$ cat config.mk
export PLATFORM = sky130hd
export DESIGN_NAME = ntt_poly_mem_server
export DESIGN_NICKNAME = d
export VERILOG_FILES = /design/src/rtl/ntt_poly_mem_server.sv
export SDC_FILE = /design/constraint.sdc
export NUM_CORES = 2
export LEC_CHECK = 0
export ABC_AREA = 1
export BUFFER_PORTS_ARGS = -buffer_cell sky130_fd_sc_hd__buf_2
export CORE_ASPECT_RATIO = 1.1
export CORE_UTILIZATION = 61
export DETAILED_ROUTE_END_ITERATION = 8
export HOLD_SLACK_MARGIN = 0.15
export PLACE_DENSITY_LB_ADDON = 0.3
export SLEW_MARGIN = 20
export SYNTH_ARGS = -nofsm -noshare
export SYNTH_HDL_FRONTEND = slang
export SYNTH_SLANG_ARGS = --single-unit
$ cat constraint.sdc
create_clock -name clk -period 7.2 [get_ports clk]
set_input_delay 1.44 -clock clk [delete_from_list [all_inputs] [get_ports clk]]
set_output_delay 1.44 -clock clk [all_outputs]
set_load 0.02 [all_outputs]
$ cat src/rtl/ntt_poly_mem_server.sv
// Two-bank coefficient memory that serves ntt_memory_wrapper's paired accesses (a, a+N/2),
// with host load/unload streams. Optional range checking is enabled by PMEM_ADDR_CHECK_EN.
module ntt_poly_mem_server #(
    parameter int unsigned LOGQ       = 64,
    parameter int unsigned LOGN       = 4,
    parameter int unsigned DELAY_BRAM = 1
) (
    input  logic                                clk,
    input  logic                                rst,
    input  logic                                host_load_valid,
    output logic                                host_load_ready,
    input  logic [LOGQ-1:0]                     host_load_data,
    input  logic                                host_go,
    input  logic                                host_intt,
    output logic                                ntt_start,
    output logic                                ntt_intt,
    input  logic [((LOGN < 9) ? 9 : LOGN):0]    ntt_read_address,
    input  logic [((LOGN < 9) ? 9 : LOGN):0]    ntt_write_address,
    input  logic                                ntt_wea,
    output logic [LOGQ-1:0]                     ntt_data_in_0,
    output logic [LOGQ-1:0]                     ntt_data_in_1,
    input  logic                                ntt_finish,
    input  logic [LOGQ-1:0]                     ntt_data_out_0,
    input  logic [LOGQ-1:0]                     ntt_data_out_1,
    output logic                                unload_valid,
    input  logic                                unload_ready,
    output logic [LOGQ-1:0]                     unload_data,
    output logic                                unload_last,
    output logic                                busy,
    output logic                                err_addr
);

    localparam int unsigned AW      = ((LOGN < 9) ? 9 : LOGN) + 1;
    localparam int unsigned N       = 1 << LOGN;
    localparam int unsigned HALF    = N / 2;
    localparam int unsigned HW      = LOGN - 1;
    localparam int unsigned LastI   = N - 1;
    localparam logic [LOGN-1:0] LastIdx  = LastI[LOGN-1:0];
    localparam logic [LOGN:0]   LastFtch = LastI[LOGN:0];
    localparam logic [LOGN:0]   NumCoef  = N[LOGN:0];

    typedef enum logic [1:0] {StIdle, StLoaded, StRun, StUnload} state_e;

    state_e state_q, state_d;

    logic [LOGQ-1:0] bank0 [HALF];
    logic [LOGQ-1:0] bank1 [HALF];

    logic [LOGN-1:0] load_cnt_q, load_cnt_d;
    logic            load_ready_q;
    logic            start_q, intt_q;
    logic [LOGN:0]   fetch_cnt_q;
    logic            f_valid_q, f_last_q;
    logic [LOGQ-1:0] f_data_q, fetch_data;
    logic            out_valid_q, out_last_q;
    logic [LOGQ-1:0] out_data_q;
    logic [LOGQ-1:0] rd0_q, rd1_q;
    logic            err_q;
    logic            rd_bad, wr_bad;

    logic          load_fire, out_fire, out_load, fetch_en, unload_done, run_write;
    logic [HW-1:0] rd_idx, wr_idx;

    assign rd_idx = ntt_read_address[HW-1:0];
    assign wr_idx = ntt_write_address[HW-1:0];

`ifdef PMEM_ADDR_CHECK_EN
    assign rd_bad = |ntt_read_address[AW-1:HW];
    assign wr_bad = |ntt_write_address[AW-1:HW];
`else
    logic unused_addr_hi;
    assign unused_addr_hi = ^{ntt_read_address[AW-1:HW], ntt_write_address[AW-1:HW]};
    assign rd_bad = 1'b0;
    assign wr_bad = 1'b0;
`endif

    assign load_fire   = (state_q == StIdle) && host_load_valid && load_ready_q;
    assign run_write   = (state_q == StRun) && ntt_wea && !wr_bad;
    assign out_fire    = out_valid_q && unload_ready;
    assign out_load    = (state_q == StUnload) && f_valid_q && (!out_valid_q || unload_ready);
    assign fetch_en    = (state_q == StUnload) && (fetch_cnt_q < NumCoef)
                         && (!f_valid_q || out_load);
    assign unload_done = out_fire && out_last_q;
    assign fetch_data  = fetch_cnt_q[HW] ? bank1[fetch_cnt_q[HW-1:0]]
                                         : bank0[fetch_cnt_q[HW-1:0]];

    always_comb begin
        state_d    = state_q;
        load_cnt_d = load_cnt_q;
        unique case (state_q)
            StIdle: begin
                if (load_fire) begin
                    load_cnt_d = load_cnt_q + 1'b1;
                    if (load_cnt_q == LastIdx) state_d = StLoaded;
                end
            end
            StLoaded: if (host_go) state_d = StRun;
            StRun:    if (ntt_finish) state_d = StUnload;
            StUnload: begin
                if (unload_done) begin
                    state_d    = StIdle;
                    load_cnt_d = '0;
                end
            end
            default:  state_d = StIdle;
        endcase
    end

    always_ff @(posedge clk) begin
        if (rst) begin
            state_q      <= StIdle;
            load_cnt_q   <= '0;
            load_ready_q <= 1'b0;
            start_q      <= 1'b0;
            intt_q       <= 1'b0;
            fetch_cnt_q  <= '0;
            f_valid_q    <= 1'b0;
            f_last_q     <= 1'b0;
            f_data_q     <= '0;
            out_valid_q  <= 1'b0;
            out_last_q   <= 1'b0;
            out_data_q   <= '0;
        end else begin
            state_q      <= state_d;
            load_cnt_q   <= load_cnt_d;
            load_ready_q <= (state_d == StIdle);
            if (state_q == StLoaded && host_go) begin
                intt_q  <= host_intt;
                start_q <= 1'b1;
            end else if (state_q == StRun && ntt_finish) begin
                start_q <= 1'b0;
            end
            if (state_q != StUnload) begin
                fetch_cnt_q <= '0;
                f_valid_q   <= 1'b0;
                out_valid_q <= 1'b0;
                out_last_q  <= 1'b0;
            end else begin
                // Two-stage pipe: fetch register feeds the output register, both stall on !ready.
                if (fetch_en) begin
                    f_data_q    <= fetch_data;
                    f_last_q    <= (fetch_cnt_q == LastFtch);
                    f_valid_q   <= 1'b1;
                    fetch_cnt_q <= fetch_cnt_q + 1'b1;
                end else if (out_load) begin
                    f_valid_q <= 1'b0;
                end
                if (out_load) begin
                    out_valid_q <= 1'b1;
                    out_data_q  <= f_data_q;
                    out_last_q  <= f_last_q;
                end else if (out_fire) begin
                    out_valid_q <= 1'b0;
                    out_last_q  <= 1'b0;
                end
            end
        end
    end

    // Memory contents survive reset; nonblocking reads below give read-first behaviour.
    always_ff @(posedge clk) begin
        if (!rst) begin
            if (load_fire) begin
                if (load_cnt_q[HW]) bank1[load_cnt_q[HW-1:0]] <= host_load_data;
                else                bank0[load_cnt_q[HW-1:0]] <= host_load_data;
            end else if (run_write) begin
                bank0[wr_idx] <= ntt_data_out_0;
                bank1[wr_idx] <= ntt_data_out_1;
            end
        end
    end

    always_ff @(posedge clk) begin
        if (rst) begin
            rd0_q <= '0;
            rd1_q <= '0;
        end else if (state_q == StRun) begin
            rd0_q <= rd_bad ? '0 : bank0[rd_idx];
            rd1_q <= rd_bad ? '0 : bank1[rd_idx];
        end
    end

    generate
        if (DELAY_BRAM == 2) begin : g_delay2
            logic [LOGQ-1:0] rd0_d2_q, rd1_d2_q;
            always_ff @(posedge clk) begin
                if (rst) begin
                    rd0_d2_q <= '0;
                    rd1_d2_q <= '0;
                end else begin
                    rd0_d2_q <= rd0_q;
                    rd1_d2_q <= rd1_q;
                end
            end
            assign ntt_data_in_0 = rd0_d2_q;
            assign ntt_data_in_1 = rd1_d2_q;
        end else begin : g_delay1
            assign ntt_data_in_0 = rd0_q;
            assign ntt_data_in_1 = rd1_q;
        end
    endgenerate

`ifdef PMEM_ADDR_CHECK_EN
    always_ff @(posedge clk) begin
        if (rst) begin
            err_q <= 1'b0;
        end else if (state_q == StRun && (rd_bad || wr_bad)) begin
            err_q <= 1'b1;
        end
    end
    assign err_addr = err_q;
`else
    assign err_q    = 1'b0;
    assign err_addr = err_q;
`endif

    assign host_load_ready = load_ready_q;
    assign ntt_start       = start_q;
    assign ntt_intt        = intt_q;
    assign unload_valid    = out_valid_q;
    assign unload_data     = out_data_q;
    assign unload_last     = out_last_q;
    assign busy            = (state_q != StIdle);

endmodule
==> summary.txt <==
Routing
  – DRC viols: 0
  – Routed length per instance: 20.52 µm
  – Via/cell ratio: 5.941
  – First drt pass iteration count: 9
  – Initial drt markers: 6925
  – Total wire length: 181.2 mm
  – DR vias: 52468
  – Post-route antenna net violation count: 0

STA
  – Max Transition Viols Final: 0
  – Crit path time final: 4537 ps
  – # setup viols final: 0
  – Final Hold Fails: 0
  – FMAX: 0.2204 GHz
  – Worst Max-Slew Pin Slew: 1200 ps
  – Final period util: 63.01%
  – Worst hold margin: 449.2 ps
  – RSZ-0062 raised after global routing: no
  – Final setup margin: 2663 ps
  – Fin Clk Skew: 24.58 ps
  – Rel. slew slack: 19.12%
  – Setup TNS: 0 ps

Critical path
  – R2r setup slk: 2660 ps
  – CP Capture Point: bank1[2][43]
  – Slowest CP cell: nor2_4
  – Origin of the worst setup path: state_q[1]
  – Setup CP Type: reg -> reg
  – Reg2Reg Depth: 10
  – CP max FO: 90
  – WP data arrival: 4950 ps
  – Worst reg2reg endpoint: bank1[2][43]
  – CP Cell Sequence: inv_2 > nor2_4 > buf_4 > nand3_4 > o21ai_1 > inv_2 > nor2_1 > nand2_1 > nor2_4 > buf_4
  – RR Startpoint: state_q[1]
  – Startpoint Class: flop
  – CP max stage delay: 910 ps
  – Data required time of the worst path: 7610 ps
  – Critical path endpoint category: flop

Placed design
  – Dpl ws: 2306 ps
  – GPL Wtd Cong: 0.8527
  – Placed Instance Area: 65200 µm²
  – Final HPWL DP: 100.2 mm
  – Buffers on Ports: 403
  – Placed insts: 8587

Yosys
  – Multiplexer area fraction after synthesis: 0%
  – Mapped Cells: 7258
  – Mapped Avg Cell Area: 8.645 µm²
  – Simple-gate share of the synthesized area: 18.71%
  – Synth area leaders: edfxtp_1 49%, dfxtp_1 8.8%, nand2_1 8.1%
  – FF+latch count, synth: 1301
  – Yosys top cell by area: edfxtp_1
  – Synth Area in Adders: 0.05982%
  – Compound-Gate Fraction of Synth Area: 13.48%
  – Post-synthesis sequential area ratio: 57.84%
  – Main combinational cell family by area after synthesis: simple AND/OR/NAND/NOR gates
  – Yosys cell types: 33
  – Xor/xnor share of the synthesized area: 0.02792%
  – Mapped Nets: 7481
  – Synthesis Warnings: 0
  – Top cell type's share of synthesized area: 49.01%
  – Synth Cell Area: 62750 µm²

Die
  – Die area: 104100 µm²
  – Core ar.: 102000 µm²
  – Row cnt: 123
  – Initial core utilization: 61.49%
  – I/O pin count: 419
  – Die Wd: 307.8 µm
  – Die Height: 338.4 µm

Power
  – Pwr Total: 15.55 mW
  – Peak VDD IR: 0.2141 mV
  – Leakage: 28.79 nW
  – Ratio of total power to cell area: 223.8 nW/µm²

Layout
  – Layout cells sized above 1: 10.52%
  – Final instance area: 69460 µm²
  – Final Util: 68.08%
  – Synthesis-to-layout area growth: 10.71%
  – Cell Count, Final, Fillers Out: 8831
  – Final Net Count: 7568

Clock network
  – TritonCTS clock tree: yes
  – Resized cells post-CTS: 0
  – Cts hold-fix bufs: 0
  – Inserted Clock Buffers: 131
  – Clock slew at reported path FFs: 60 ps
  – Clock sink count: 1301
  – H-tree depth: 4
  – Post CTS Setup Buffer Count: 0
  – Root buffer cell: clkbuf_16
  – Worst-Skew Late Latency: 740 ps
  – Clock buffer depth: 3

Worst hold path
  – Hold path depth: 2
  – Hold Crit Class: reg -> reg

Run status
  – Status: finished, final reports clean

Global route
  – First-pass GRT wire length: 273.0 mm
  – Largest net degree at the start of global routing: 263
  – Antenna violations before repair: 1
  – Gr ovfl total: 0
  – All-Layer GR Usage: 34.23%
  – Vias in the first global route: 49776

Run
  – Max cap viols: 0
==> worst min path at each step <==
| stage | startpoint | to | slack (ps) |
|---|---|---|---|
| 6_report | f_data_q[46] | unload_data[46] | 450 |
| 5_1_grt | f_data_q[49] | unload_data[49] | 470 |
| 4_1_cts | f_data_q[46] | unload_data[46] | 450 |
| 3_5_place_dp | f_data_q[46] | unload_data[46] | 450 |
| 3_3_place_gp | f_data_q[13] | unload_data[13] | 440 |
| 2_1_floorplan | f_data_q[0] | unload_data[0] | 430 |
==> state kept, by name (all words and copies together) (netlist names), 2 cells and up, named ones only <==
name	cells
load_cnt_q	4
fetch_cnt_q	5
f_data_q	64
unload_data	64
bank1	512
state_q	2
ntt_data_in_0	64
ntt_data_in_1	64
bank0	512
==> where the power goes <==
group	switching (mW)	internal, mW
Combinational	0.518	0.195
Clock	2.86	3.85
Sequential	0.00714	8.12
Total	3.38	12.2
==> layout make-up <==
class	instances	area [µm²]
clock buffer	192	3829
multi-input combinational	4385	20390
tap	1375	1720
antenna	1	2.502
fill	7564	32570
sequential	1301	36310
inverter	1055	3994
clock inverter	51	429.2
timing repair buffer	471	2785
==> logic make-up (layout without fill, tap and decap cells) <==
group,count (synthesis),after routing
and+or+nand+nor,2756,2756
AOI/OAI and AO/OA,1623,1623
buffers and inverters,1572,1769
DFF,1301,1301
adders and majority gates,3,3
xor gates and xnor gates,2,2
other,1,2
==> Yosys cell counts, drive strengths merged <==
cell,n
nand3,923
dfxtp,277
o2111ai,1
o31ai,1
ha,3
and2,1
nor3,3
edfxtp,1024
o211ai,128
or2,83
a211oi,1
conb,1
clkbuf,284
nor3b,1
nand2,1360
buf,233
a21oi,649
o21a,1
nor2,385
xor2,2
o21ai,842
inv,1055
==> placed cells by master (no fill, tap or decap), drive strengths merged, types with 4 or more instances in the layout <==
| cell | n |
|---|---|
| a21oi | 649 |
| buf | 471 |
| bufinv | 4 |
| clkbuf | 192 |
| clkinv | 38 |
| clkinvlp | 4 |
| dfxtp | 277 |
| edfxtp | 1024 |
| inv | 1060 |
| nand2 | 1360 |
| nand3 | 923 |
| nor2 | 385 |
| o211ai | 128 |
| o21ai | 842 |
| or2 | 83 |
==> metal layers <==
| layer | part of all wire, % | track usage [%] | vias to the layer above |
|---|---|---|---|
| li1 | - | - | 24332 |
| met1 | 36 | 43.22 | 24181 |
| met2 | 48 | 56.55 | 3290 |
| met3 | 11 | 4.858 | 665 |
| met4 | 5.5 | 19.38 | 0 |
| met5 | 0 | 0 | - |
==> critical path, delay by kind of cell (launching register included) <==
family	cells	cell delay, ps
buf+inv	4	1250
compound gates	1	490
flops	1	390
simple gates	5	2040
Note: power is estimated with default switching activity, not from simulation.
